$ cat src/rtl/cki_stream_gen.sv
// ----------------------------------------------------------------------------
// cki_stream_gen
//
// Generates the SM4 key-schedule constant stream CK0..CK(NUM_ROUNDS-1).
// Byte j of CKi is (4i+j)*7 mod 256. Rather than a table, four running byte
// accumulators are advanced by 28 (4*7) per word. Each word is presented on a
// valid/ready handshake and tagged with its round index. A one-cycle done
// pulse follows the transfer of the final word.
//
// Optional feature (macro CKI_REVERSE_EN):
//   Adds input dir_in, sampled together with start_in. dir_in=1 walks the
//   stream downwards from round NUM_ROUNDS-1 to round 0. Without the macro
//   the stream is always ascending.
//
// Ports:
//   clk        in   1   system clock, rising edge
//   rst        in   1   asynchronous, active-high reset
//   start_in   in   1   request a new sequence (only honoured in IDLE)
//   ready_in   in   1   consumer accepts the current word
//   dir_in     in   1   0 = ascending, 1 = descending (CKI_REVERSE_EN only)
//   valid_out  out  1   cki_out/round_out hold a valid word
//   round_out  out  5   round index of the current word
//   cki_out    out  32  CK word {b0,b1,b2,b3}, b0 in [31:24]
//   busy_out   out  1   high while a sequence is running
//   done_out   out  1   one-cycle pulse after the final word transfers
// ----------------------------------------------------------------------------
module cki_stream_gen #(
    parameter int NUM_ROUNDS = 32
) (
    input  logic        clk,
    input  logic        rst,
    input  logic        start_in,
    input  logic        ready_in,
`ifdef CKI_REVERSE_EN
    input  logic        dir_in,
`endif
    output logic        valid_out,
    output logic [4:0]  round_out,
    output logic [31:0] cki_out,
    output logic        busy_out,
    output logic        done_out
);

    typedef enum logic {
        IDLE = 1'b0,
        RUN  = 1'b1
    } state_t;

    localparam logic [4:0]  LAST_ROUND = 5'(NUM_ROUNDS - 1);
    localparam logic [7:0]  LANE_STEP  = 8'd28;
    localparam logic [31:0] CK_FIRST   = 32'h00070e15;

    // Per-lane offset of the last word relative to CK0: (NUM_ROUNDS-1)*28.
    localparam logic [7:0]  END_OFS    = 8'(((NUM_ROUNDS - 1) * 28) % 256);
    localparam logic [31:0] CK_LAST    = {END_OFS,
                                          END_OFS + 8'h07,
                                          END_OFS + 8'h0e,
                                          END_OFS + 8'h15};

    state_t      state, state_next;
    logic        dir_q, dir_next;
    logic        valid_next, busy_next, done_next;
    logic [4:0]  round_next;
    logic [31:0] cki_next;
    logic        start_dir;
    logic        last_word;

`ifdef CKI_REVERSE_EN
    assign start_dir = dir_in;
`else
    assign start_dir = 1'b0;
`endif

    // Each byte lane moves by 28 on its own; carries never cross lanes.
    function automatic logic [31:0] step_lanes(input logic [31:0] w, input logic down);
        logic [31:0] r;
        r = '0;
        for (int j = 0; j < 4; j++) begin
            r[j*8 +: 8] = down ? (w[j*8 +: 8] - LANE_STEP) : (w[j*8 +: 8] + LANE_STEP);
        end
        return r;
    endfunction

    // The final word is round 0 when descending, NUM_ROUNDS-1 otherwise.
    assign last_word = dir_q ? (round_out == 5'd0) : (round_out == LAST_ROUND);

    always_ff @(posedge clk or posedge rst) begin
        if (rst) begin
            state     <= IDLE;
            dir_q     <= 1'b0;
            valid_out <= 1'b0;
            round_out <= 5'd0;
            cki_out   <= 32'd0;
            busy_out  <= 1'b0;
            done_out  <= 1'b0;
        end else begin
            state     <= state_next;
            dir_q     <= dir_next;
            valid_out <= valid_next;
            round_out <= round_next;
            cki_out   <= cki_next;
            busy_out  <= busy_next;
            done_out  <= done_next;
        end
    end

    always_comb begin
        state_next = state;
        dir_next   = dir_q;
        valid_next = valid_out;
        round_next = round_out;
        cki_next   = cki_out;
        busy_next  = busy_out;
        done_next  = 1'b0;

        case (state)
            IDLE: begin
                // Also reached in the done cycle, so a start there is honoured.
                if (start_in) begin
                    state_next = RUN;
                    dir_next   = start_dir;
                    valid_next = 1'b1;
                    busy_next  = 1'b1;
                    round_next = start_dir ? LAST_ROUND : 5'd0;
                    cki_next   = start_dir ? CK_LAST : CK_FIRST;
                end
            end
            RUN: begin
                if (valid_out && ready_in) begin
                    if (last_word) begin
                        // round_out/cki_out keep the last word after completion.
                        state_next = IDLE;
                        valid_next = 1'b0;
                        busy_next  = 1'b0;
                        done_next  = 1'b1;
                    end else begin
                        round_next = dir_q ? (round_out - 5'd1) : (round_out + 5'd1);
                        cki_next   = step_lanes(cki_out, dir_q);
                    end
                end
            end
            default: begin
                state_next = IDLE;
            end
        endcase
    end

endmodule
$ cat config.mk
export PLATFORM = sky130hd
export DESIGN_NAME = cki_stream_gen
export DESIGN_NICKNAME = d
export VERILOG_FILES = /design/src/rtl/cki_stream_gen.sv
export SDC_FILE = /design/constraint.sdc
export NUM_CORES = 1
export LEC_CHECK = 0
export BUFFER_PORTS_ARGS = -buffer_cell sky130_fd_sc_hd__buf_2
export CAP_MARGIN = 25
export CORE_MARGIN = 8
export CORE_UTILIZATION = 40
export CTS_CLUSTER_DIAMETER = 60
export DETAILED_ROUTE_END_ITERATION = 6
export GPL_TIMING_DRIVEN = 0
export PLACE_DENSITY_LB_ADDON = 0.12
export SKIP_CTS_REPAIR_TIMING = 1
export SLEW_MARGIN = 20
export SYNTH_ARGS = -nofsm -noshare
export SYNTH_HDL_FRONTEND = slang
export SYNTH_SLANG_ARGS = --single-unit
export TNS_END_PERCENT = 100
$ cat constraint.sdc
create_clock -name clk -period 4.4 [get_ports clk]
set_input_delay 0.44 -clock clk [delete_from_list [all_inputs] [get_ports clk]]
set_output_delay 0.44 -clock clk [all_outputs]
set_load 0.05 [all_outputs]
==> results_dict.tcl <==
set metrics [dict create \
    fin_crit_ps 2180 \
    slowest_delay_ps 420 \
    slew_headroom_pct 53.5 \
    hold_violations 0 \
    cpMaxStageDelayCell "dfrtp_1" \
    skew_ps 3.86 \
    overflow 0 \
    die_area_mm2 0.00659 \
    synth_xor_area_share_pct 0 \
    vias 1444 \
    clkTransAtPathRegs_ps 70 \
    clockBufferDepth 2 \
    drive_above_1_share_pct 26.8 \
    cts-root-buf "clkbuf_8" \
    clk_latency_ps 280 \
    diodes 0 \
    rows 23 \
    ios 44 \
    synth_edf_count 0 \
    numCtsBuffers 5 \
    crit_required_ps 4550 \
    drc 0 \
    p_total_w 0.00113 \
    yosys.area_share.simple_pct 17.9 \
    stdcell_count 274 \
    path_cells "ha_1, and3_1, ha_1, nand4b_4, buf_6, buf_4, o311ai_0, o41ai_1" \
    track_usage_pct 13.9 \
    syn_inst 174 \
    worstSetupPathType "register to register" \
    numPortBuffers 39 \
    wl_per_cell_um 15.2 \
    setup_viol 0 \
    fin_area_mm2 0.00205 \
    outcome "completed" \
    power_per_cell_area_mw_per_mm2 553 \
    drt-total-wl_um 4170 \
    fin_hold_ws_ps 271 \
    synth_compound_area_share_pct 14.1 \
    final_nets 234 \
    critPathTopFamily "compound AO/OA/AOI/OAI gates" \
    die_w_um 81.2 \
    viasPerCell 5.27 \
    drt_iter0_drc 49 \
    timing.critical_path.buf_inv 2 \
    core_area_mm2 0.00406 \
    placed_area_mm2 0.00197 \
    synthMuxAreaShare_pct 3.53 \
    h-tree-depth 2 \
    tightest_slew_ps 697 \
    end_kind "register" \
    startpoint_type "register" \
    synth_top_family_by_area "simple AND/OR/NAND/NOR gates" \
    timing.final.crit_share_pct 49.5 \
    crit_arrival_ps 2320 \
    ys_warn_count 0 \
    synthArstFlopShare_pct 100 \
    fillers 404 \
    max-vdd-ir-drop_uv 320 \
    crit_top_cell "ha_1" \
    cts_sinks 33 \
    fmax_mhz 459 \
    drv_slew 0 \
    initial_core_util_pct 41.9 \
    gp_congestion 0.742 \
    die_h_um 81.2 \
    first_pass_iters 4 \
    synthAdderAreaFrac_pct 5.15 \
    grt_max_degree 34 \
    place_inst 266 \
    antenna_found_initial 0 \
    dp.final_hpwl_um 3050 \
    worstHoldPathType "input port to async pin" \
    ys_seq_elements 33 \
    cp_max_fo 10 \
    grt_pass1_vias 1484 \
    syn_area_mm2 0.00170 \
    grt_pass1_wl_um 7150 \
    ant_nets 0 \
    ys_seq_area_share_pct 48.6 \
    p_leak_nw 1.05 \
    grt_setup_unrepaired "no" \
    cts_tree "done" \
    area_growth_pct 20.5 \
    avgSynthCellArea_um2 9.77 \
    finalSetupTns_ps 0 \
    ys.flop_type "dfrtp_1" \
    yosysUniqueCellTypes 31 \
    max-cap-violations 0 \
]
## placed cells by master, fill, tap and decap left out, types with 2 or more instances in the layout
| cell | count |
|---|---|
| o41ai_1 | 2 |
| clkbuf_8 | 5 |
| nor2_1 | 4 |
| ha_1 | 7 |
| o31ai_1 | 2 |
| buf_2 | 41 |
| dfrtp_1 | 33 |
| clkbuf_1 | 6 |
| a21oi_1 | 16 |
| buf_6 | 2 |
| nor2b_1 | 3 |
| nand4b_1 | 2 |
| and3_1 | 2 |
| o311ai_0 | 2 |
| or3_1 | 9 |
| nand2b_1 | 2 |
| or4_1 | 2 |
| inv_1 | 15 |
| nor3_1 | 7 |
| nand2_1 | 13 |
| mux2i_1 | 6 |
| o211ai_1 | 2 |
| buf_4 | 10 |
| conb_1 | 4 |
| o21ai_0 | 14 |
| nand3_1 | 6 |
## Yosys cell counts, types with 2 or more instances
| cell | number | area share [%] |
|---|---|---|
| clkbuf_1 | 3 | 0.66 |
| nor3_1 | 7 | 2.1 |
| a21oi_1 | 16 | 4.7 |
| nand4b_1 | 2 | 1.0 |
| o21ai_0 | 14 | 4.1 |
| inv_1 | 16 | 3.5 |
| buf_6 | 2 | 1.3 |
| ha_1 | 7 | 5.2 |
| o211ai_1 | 2 | 0.88 |
| and3_1 | 2 | 0.74 |
| nand2_1 | 13 | 2.9 |
| dfrtp_1 | 33 | 49 |
| nor2_1 | 4 | 0.88 |
| nand3_1 | 6 | 1.8 |
| or3_1 | 9 | 3.3 |
| nand2b_1 | 2 | 0.74 |
| o311ai_0 | 2 | 1.0 |
| nor2b_1 | 3 | 1.1 |
| o31ai_1 | 2 | 0.88 |
| mux2i_1 | 6 | 3.5 |
| buf_4 | 10 | 4.4 |
| o41ai_1 | 2 | 1.0 |
| buf_2 | 2 | 0.59 |
| or4_1 | 2 | 0.88 |
## metal layers
metal / vias up / track usage (%) / wire length [um]
met3: 2 / 4.42 / 281
met5: - / 0 / 0
met1: 703 / 16.2 / 1820
li1: 697 / - / -
met2: 42 / 23.7 / 2050
met4: 0 / 4.46 / 21
## kinds of logic after synthesis
kind of cell / after synthesis
compound gates: 41
fa+ha+maj: 7
buf+inv: 33
flops: 33
mux: 6
other cells: 1
simple gates: 53
## stage by stage
step | setup WS [ps] | utilization [%]
floorplan | 2130 | -
global placement | 2270 | 48.5
detailed placement | 2210 | 48.5
CTS | 2210 | 50.5
global route | 2000 | 50.5
finish | 2220 | 50.5
## path summary, 6_finish.rpt
path,start,end,slack (ps),depth (start not counted)
max in group asynchronous,rst,cki_out[7]$_DFFE_PP0P_,3680,2
max,round_out[0]$_DFFE_PP0P_,cki_out[7]$_DFFE_PP0P_,2220,8
min,rst,state$_DFF_PP0_,270,2
max reg2reg,round_out[0]$_DFFE_PP0P_,cki_out[7]$_DFFE_PP0P_,2220,8
min in group clk,start_in,round_out[4]$_DFFE_PP0P_,440,2
min reg2reg,cki_out[23]$_DFFE_PP0P_,cki_out[23]$_DFFE_PP0P_,470,1
## flip-flops by register name, summed over array words and instances (netlist names)
signal / flops
round_out: 5
state: 1
busy_out: 1
cki_out: 25
done_out: 1
## worst register-to-register path, cell delays in order (launching register included)
cell      delay [ps]
dfrtp_1          420
ha_1             230
and3_1           220
ha_1             210
nand4b_4         180
buf_6            160
buf_4            180
o311ai_0         330
o41ai_1          120
## report_power, final
| part | leakage [nW] | switching, W | internal [W] | total, W |
|---|---|---|---|---|
| Sequential | 0.416 | 0.0000746 | 0.000370 | 0.000444 |
| Combinational | 0.597 | 0.000362 | 0.000111 | 0.000473 |
| Clock | 0.0395 | 0.000105 | 0.000112 | 0.000217 |
## final cells by class
cell class                 count  area, um2  area share [%]
sequential                    33        826            40.3
buffer                        17        119            5.80
inverter                      16       60.1            2.93
tap                           50       62.6            3.05
clock buffer                   8       80.1            3.91
multi-input combinational    111        707            34.5
timing repair buffer          39        195            9.52
No activity file was read; power rests on OpenSTA's default activity.
